[config.mk]
export PLATFORM = sky130hd
export DESIGN_NAME = fan_motor_drive
export DESIGN_NICKNAME = d
export VERILOG_FILES = /design/src/rtl/fan_pkg.sv /design/src/rtl/fan_pwm_gen.sv /design/src/rtl/fan_motor_drive.sv
export SDC_FILE = /design/constraint.sdc
export NUM_CORES = 1
export LEC_CHECK = 0
export BUFFER_PORTS_ARGS = -buffer_cell sky130_fd_sc_hd__buf_4
export CAP_MARGIN = 10
export CORE_MARGIN = 2
export CORE_UTILIZATION = 58
export DETAILED_ROUTE_END_ITERATION = 8
export GPL_TIMING_DRIVEN = 0
export PLACE_DENSITY = 0.77
export RECOVER_POWER = 50
export SLEW_MARGIN = 40
export SYNTH_ARGS = -nofsm -noshare
export SYNTH_HDL_FRONTEND = slang
export SYNTH_SLANG_ARGS = --single-unit
export TNS_END_PERCENT = 1
[constraint.sdc]
create_clock -name clk -period 5.4 [get_ports clk]
set_clock_uncertainty 0.1 [all_clocks]
set_input_delay 0.27 -clock clk [delete_from_list [all_inputs] [get_ports clk]]
set_output_delay 0.27 -clock clk [all_outputs]
set_load 0.02 [all_outputs]
[src/rtl/fan_pkg.sv]
// Shared types and helpers for the fan motor drive: state encoding, widths
// and the saturating duty-ramp step.
package fan_pkg;

    localparam int SPEED_MAX = 3;
    localparam int SPEED_W   = 3;
    localparam int DUTY_W    = 8;

    typedef enum logic [1:0] {
        ST_OFF  = 2'd0,
        ST_KICK = 2'd1,
        ST_RAMP = 2'd2,
        ST_RUN  = 2'd3
    } fan_drv_state_t;

    // One ramp step of at most inc toward tgt; lands exactly on tgt, never past it.
    function automatic logic [DUTY_W-1:0] ramp_step(input logic [DUTY_W-1:0] duty,
                                                   input logic [DUTY_W-1:0] tgt,
                                                   input logic [DUTY_W-1:0] inc);
        logic [DUTY_W:0] up;
        up = {1'b0, duty} + {1'b0, inc};
        if (duty < tgt)
            return (up > {1'b0, tgt}) ? tgt : up[DUTY_W-1:0];
        else
            return ((duty - tgt) > inc) ? (duty - inc) : tgt;
    endfunction

endpackage

[src/rtl/fan_pwm_gen.sv]
// PWM frame counter and registered comparator. The duty input is the value
// that will be in force next cycle, so pwm_out stays aligned with cnt.
module fan_pwm_gen
    import fan_pkg::*;
#(
    parameter int PWM_PERIOD = 100
) (
    input  logic              clk,
    input  logic              rst_n,
    input  logic              clear,
    input  logic [DUTY_W-1:0] duty,
    output logic              fb,
    output logic              pwm_out
);

    localparam logic [7:0] LAST = 8'(PWM_PERIOD - 1);

    logic [7:0] cnt_q, cnt_d;
    logic       pwm_q, pwm_d;

    assign fb      = (cnt_q == LAST);
    assign pwm_out = pwm_q;

    always_comb begin
        cnt_d = 8'd0;
        pwm_d = 1'b0;
        if (!clear) begin
            cnt_d = fb ? 8'd0 : cnt_q + 8'd1;
            pwm_d = (cnt_d < duty);
        end
    end

    always_ff @(posedge clk or negedge rst_n) begin
        if (!rst_n) begin
            cnt_q <= 8'd0;
            pwm_q <= 1'b0;
        end else begin
            cnt_q <= cnt_d;
            pwm_q <= pwm_d;
        end
    end

endmodule

[src/rtl/fan_motor_drive.sv]
// Motor drive: start-up kick, frame-rate soft ramp toward the speed target,
// and immediate shutdown on supply loss. PWM timing lives in fan_pwm_gen.
module fan_motor_drive
    import fan_pkg::*;
#(
    parameter int PWM_PERIOD  = 100,
    parameter int DUTY1       = 40,
    parameter int DUTY2       = 70,
    parameter int DUTY3       = 100,
    parameter int RAMP_INC    = 5,
    parameter int KICK_FRAMES = 4
) (
    input  logic               clk,
    input  logic               rst_n,
    input  logic               elec,
    input  logic [SPEED_W-1:0] speed,
    output logic               pwm_out,
    output logic [DUTY_W-1:0]  duty_now,
    output logic               at_speed,
    output logic [1:0]         state
);

    localparam logic [DUTY_W-1:0] FULL = DUTY_W'(PWM_PERIOD);
    localparam logic [DUTY_W-1:0] INC  = DUTY_W'(RAMP_INC);
    localparam logic [7:0]        KICK = 8'(KICK_FRAMES);

    fan_drv_state_t    state_q, state_d;
    logic [DUTY_W-1:0] duty_q, duty_d;
    logic [7:0]        kick_q, kick_d;
    logic [DUTY_W-1:0] tgt, step;
    logic              fb;

    always_comb begin
        case (speed)
            3'd0:    tgt = '0;
            3'd1:    tgt = DUTY_W'(DUTY1);
            3'd2:    tgt = DUTY_W'(DUTY2);
            default: tgt = DUTY_W'(DUTY3);
        endcase
    end

    assign step = ramp_step(duty_q, tgt, INC);

    always_comb begin
        state_d = state_q;
        duty_d  = duty_q;
        kick_d  = kick_q;
        if (!elec) begin
            state_d = ST_OFF;
            duty_d  = '0;
            kick_d  = 8'd0;
        end else if (fb) begin
            case (state_q)
                ST_OFF: begin
                    if (tgt != '0) begin
                        state_d = ST_KICK;
                        kick_d  = KICK;
                        duty_d  = FULL;
                    end
                end
                ST_KICK: begin
                    // Leaving the kick applies the first ramp step in the same boundary.
                    kick_d = kick_q - 8'd1;
                    if (kick_d == 8'd0 || tgt == '0) begin
                        kick_d  = 8'd0;
                        state_d = ST_RAMP;
                        duty_d  = step;
                    end
                end
                ST_RAMP: begin
                    duty_d = step;
                    if (step == tgt)
                        state_d = (tgt != '0) ? ST_RUN : ST_OFF;
                end
                ST_RUN: begin
                    if (tgt != duty_q) begin
                        state_d = ST_RAMP;
                        duty_d  = step;
                    end
                end
                default: state_d = ST_OFF;
            endcase
        end
    end

    always_ff @(posedge clk or negedge rst_n) begin
        if (!rst_n) begin
            state_q <= ST_OFF;
            duty_q  <= '0;
            kick_q  <= 8'd0;
        end else begin
            state_q <= state_d;
            duty_q  <= duty_d;
            kick_q  <= kick_d;
        end
    end

    fan_pwm_gen #(.PWM_PERIOD(PWM_PERIOD)) u_pwm (
        .clk     (clk),
        .rst_n   (rst_n),
        .clear   (!elec),
        .duty    (duty_d),
        .fb      (fb),
        .pwm_out (pwm_out)
    );

    assign duty_now = duty_q;
    assign state    = state_q;
    assign at_speed = (state_q == ST_RUN) || (state_q == ST_OFF && tgt == '0);

endmodule

# After elaboration in Yosys (flattened, before gate mapping)
# Index checks and enable logic that the tools add are counted.
# word_totals
register_bits,27
in_bits,6
# op_classes
n_reduce_logical,10
n_lt_le_gt_ge,4
addsub,5
eq_ne,14
muxes,26
# ops
op,n
$mux 8,14
$pmux 8 s4,1
$pmux 7 s3,1
$logic_not 8->1,2
$lt 8x8->1,2
$pmux 8 s2,1
$mux 2,7
$ne 3x3->1 const B,4
$add 8x3->9 const B,1
$gt 9x8->1,1
$add 8x1->8 const B,1
$eq 8x7->1 const B,1
$eq 8x8->1,1
$gt 8x3->1 const B,1
$ne 8x8->1,1
$pmux 2 s4,1
$reduce_bool 8->1,1
$sub 8x1->8 const B,1
$sub 8x3->8 const B,1
$sub 8x8->8,1
$reduce_and 5->1,1
$eq 2x2->1 const B,2
$eq 3x1->1 const B,1
$eq 3x2->1 const B,1
other kinds (9),10

# Logic depth before layout (Yosys ltp)
# depth
ltp_word,12
ltp_mapped,21

# Cells and area by module
# Synthesis repeated with hierarchy kept, for this count alone.
# unflattened
hier_cells,378
hier_area_um2,2897.8
# modules_own_cells
module,instances,cells_each,area_each_um2
fan_motor_drive,1,314,2270.9
fan_pwm_gen,1,64,626.9

# Least setup slack after synthesis
# Ideal clock, no wire load.
# synth_path
kind,input-to-reg
from,in speed[2]
to,"reg u_pwm.pwm_q, in the netlist u_pwm.pwm_out"
stages,20
arrival_ns,4.359
slack_ns,0.877
n_path_buf,3
setup_time_ns,0.064
path_cell_list,buf_6 or2_1 buf_6 inv_2 buf_6 nand2_1 ha_1 and3b_1 o311a_1 nor4_1 o2111ai_4 o21a_1 a221oi_1 o21a_1 o21ai_1 ha_1 a211o_1 or2_2 a21oi_1 a21o_1
# synth_between
elab_chain_cells,12
elab_cells_between_ends,23
classes_between,add/sub (1); order compare (4); eq/ne (3); mux (11); reduce/logical (4)
# synth_lines
item,line,text
from (decl),fan_motor_drive.sv:16,"input logic [SPEED_W-1:0] speed,"
$eq 3x2->1 (tied with other cells),fan_motor_drive.sv:34,case (speed)
$pmux 7 s3 (*),fan_motor_drive.sv:34,
$sub 8x8->8,fan_pkg.sv:25,return ((duty - tgt) > inc) ? (duty - inc) : tgt;
$gt 8x3->1,fan_pkg.sv:25,
$mux 8,fan_pkg.sv:25,
$mux 8,fan_pkg.sv:22,if (duty < tgt)
"$mux 8, on equally long branches","fan_motor_drive.sv:76, fan_motor_drive.sv:64",
$pmux 8 s4 (*),fan_motor_drive.sv:53,case (state_q)
$mux 8 (*),fan_motor_drive.sv:52,end else if (fb) begin
$mux 8 (*),fan_motor_drive.sv:48,if (!elec) begin
$lt 8x8->1 (*),fan_pwm_gen.sv:29,pwm_d = (cnt_d < duty);
$mux 1 (*),fan_pwm_gen.sv:27,if (!clear) begin
via u_pwm.pwm_d,fan_pwm_gen.sv:19,"logic pwm_q, pwm_d;"
to (signal assigned),fan_pwm_gen.sv:39,pwm_q <= pwm_d;
to (decl),fan_pwm_gen.sv:19,
# The timed path passes the listed nets; every way through them passes the cells marked *.
# A chain may end at the register's enable or synchronous reset.

# Worst setup path after layout
# layout_path
from,in speed[1]
to,"reg u_pwm.pwm_q, in the netlist u_pwm.pwm_out"
# The elaborated chain is that of the path after synthesis.

==> impl_metrics.py <==
metrics = {
    "status": {
        "status": "complete, no violations",
    },
    "setup_path": {
        "r2r_start": "duty_now[0]$_DFF_PN0_",
        "worstRegToRegCells": 18,
        "cp-end-kind": "flop",
        "crit_arrival_ns": 4.85,
        "worstSetupPathType": "in -> reg",
        "cp_max_fo": 10,
        "critPathRequiredTime_ns": 5.51,
        "startpoint_type": "primary input",
        "rrSetupSlack_ns": 0.81,
        "r2r-end": "u_pwm.pwm_out$_DFF_PN0_",
    },
    "timing": {
        "setup_violations": 0,
        "worst_pin_slew_ns": 1.45,
        "min_period_over_period_pct": 87.8,
        "timing.setup.tns_ns": 0,
        "hold_violations": 0,
        "period_needed_ns": 4.74,
        "slew_viol_final": 0,
        "relSlewSlack_pct": 3.22,
        "fmax_mhz": 211,
        "grt_setup_unrepaired": "no",
    },
    "power_and_ir_drop": {
        "power.static_leakage_nw": 1.29,
        "p_sw_uw": 105,
        "switching_share_pct": 27.0,
        "vdd_drop_max_uv": 163,
        "power_uw": 391,
        "clkPwrFrac_pct": 29.4,
        "pwr-share-comb_pct": 17.6,
        "p_seq_share_pct": 53.1,
        "intPower_uw": 286,
        "p_per_area_nw_per_um2": 131,
    },
    "global_route": {
        "grt_max_degree": 28,
        "gr-total-overflow": 0,
        "grt_use_total_pct": 27.7,
        "grt_pass1_wl_um": 11700,
        "grt_pass1_vias": 2518,
        "antenna_found_initial": 0,
    },
    "synth": {
        "syn_avg_cell_area_um2": 8.37,
        "yosys-top-cells-area": "dfrtp_1, ha_1, xnor2_1, nor2_1, nand2_1",
        "synth_seq_cells": 27,
        "yosysSeqAreaShare_pct": 24.5,
        "synth_ff_type": "dfrtp_1",
        "synth_top_area_cell": "dfrtp_1",
        "yosysUniqueCellTypes": 69,
        "async_reset_ff_share_pct": 100,
        "netlist_area_um2": 2760,
        "synth_edf_count": 0,
        "synth_top_area_share_pct": 24.5,
        "synth_warnings": 0,
        "synth_cells": 330,
        "syn_nets": 356,
    },
    "detailed_routing": {
        "wl_per_cell_um": 16.6,
        "routed_wl_um": 6730,
        "route.vias.total": 2581,
        "drtAntennaViolNets": 0,
        "avgViaCountPerCell": 6.37,
        "drc": 0,
        "drtIter0Drc": 216,
        "dr.pass1.iters": 4,
    },
    "cts": {
        "cts-resized-gates": 0,
        "h-tree-depth": 1,
        "cts_hold_buf": 1,
        "clk_latency_ns": 0.27,
        "root_buffer": "clkbuf_8",
        "post_cts_buffers": 0,
        "cts_buffer_depth": 2,
        "cts.clk_slew.worst_paths_ns": 0.09,
        "numCtsBuffers": 3,
        "cts_tree": "done",
        "cts_sinks": 27,
    },
    "worst_hold_path": {
        "holdPathEnd": "duty_now[0]$_DFF_PN0_",
        "hold_start": "elec",
        "hold_depth": 3,
        "hold_path_class": "in -> reg",
    },
    "cells_and_area": {
        "nFillCells": 420,
        "final_util_pct": 63.9,
        "diodes": 0,
        "final_cell_mix": "nor2_1, dfrtp_1, nand2_1",
        "area_growth_pct": 7.84,
        "drive_gt1_share_pct": 9.69,
        "stdcell_count": 405,
        "nets": 378,
    },
    "floorplanning": {
        "rows": 25,
        "start_util_pct": 59.3,
        "dieArea_um2": 5330,
        "dieWidth_um": 73.0,
        "die_y_um": 73.0,
        "core_um2": 4660,
        "pin_count": 18,
    },
    "run": {
        "max-cap-violations": 0,
    },
    "placement": {
        "dp.cells": 400,
        "globalplace.congestion": 0.979,
        "portBuffers": 16,
        "hpwl_um": 5220,
    },
}
==> synth_stat cells, types with 8 or more instances <==
cell type  number
dfrtp_1        27
nor2_1         27
nand2_1        26
xnor2_1        21
ha_1           20
inv_1          16
o21ai_0        16
a21oi_1        15
clkbuf_1       11
nor3_1          9
and2_1          8
nand3_1         8
==> routing by layer <==
layer / track usage (%) / wire length, um
met1: 36.7 / 3030
met3: 2.21 / 270
met5: 0 / 0
met2: 47.1 / 3250
met4: 9.67 / 175
==> cells by family (layout without fill, tap and decap cells) <==
family	after synthesis	in the layout	share of synthesized area [%]
buffers and inverters	34	55	5.57
AOI/OAI and AO/OA	99	99	28.9
muxes	1	1	0.408
and+or+nand+nor	122	122	23.0
DFF	27	27	24.5
xor gates and xnor gates	27	27	8.56
adders and majority gates	20	20	9.06
==> how the worst max path moves through the flow <==
| stage | endpoint | cells after the start | startpoint | slack, ns |
|---|---|---|---|---|
| 6_report | u_pwm.pwm_out$_DFF_PN0_ | 20 | speed[1] | 0.66 |
| 4_1_cts | u_pwm.pwm_out$_DFF_PN0_ | 20 | speed[1] | 0.73 |
| 5_1_grt | u_pwm.pwm_out$_DFF_PN0_ | 20 | speed[1] | 0.41 |
| 2_1_floorplan | u_pwm.pwm_out$_DFF_PN0_ | 20 | speed[2] | 0.88 |
| 3_3_place_gp | u_pwm.pwm_out$_DFF_PN0_ | 20 | speed[1] | 0.48 |
| 3_5_place_dp | u_pwm.pwm_out$_DFF_PN0_ | 20 | speed[1] | 0.46 |
==> power by group through the flow <==
stage	combinational (mW)	clock, mW	sequential (mW)
6_report	0.0688	0.115	0.207
5_1_grt	0.0770	0.125	0.208
4_1_cts	0.0699	0.117	0.207
3_3_place_gp	0.0676	0	0.211
3_5_place_dp	0.0690	0	0.211
2_1_floorplan	0.0475	0	0.212
==> critical path: stages <==
cell and delay, ns:
buf_4 0.14, or2_1 0.22, buf_6 0.14, inv_2 0.07, buf_6 0.15, nand2_1 0.21
ha_1 0.46, and3b_1 0.25, o311a_1 0.30, nor4_1 0.46, o2111ai_4 0.20, o21a_1 0.28
a221oi_1 0.30, o21a_1 0.17, o21ai_1 0.07, ha_1 0.33, a211o_1 0.31, or2_2 0.27
a21oi_1 0.14, a21o_1 0.10
==> state kept, by name (all words and copies together) (netlist names) <==
signal,cells
duty_now,8
kick_q,8
state,2
u_pwm.cnt_q,8
u_pwm.pwm_out,1
==> through the flow <==
step                worst slack [ns]  hold WS [ns]  cell area [um2]
floorplan                      0.877        -0.126             2760
global placement               0.482         0.101             2950
detailed placement             0.458         0.106             2950
CTS                            0.727         0.281             3010
global route                   0.413         0.327             2980
finish                         0.660         0.294             2980
==> area by class of cell <==
type | instances | area [um2] | share of cell area (%)
plain buffers | 17 | 90.1 | 3.02
clock buffers | 4 | 45.0 | 1.51
inverters | 17 | 63.8 | 2.14
flip-flops and latches | 27 | 676 | 22.7
repair buffers | 17 | 104 | 3.49
well taps | 54 | 67.6 | 2.27
multi-input cells | 269 | 1930 | 64.9
(Power assumes the default switching activity.)
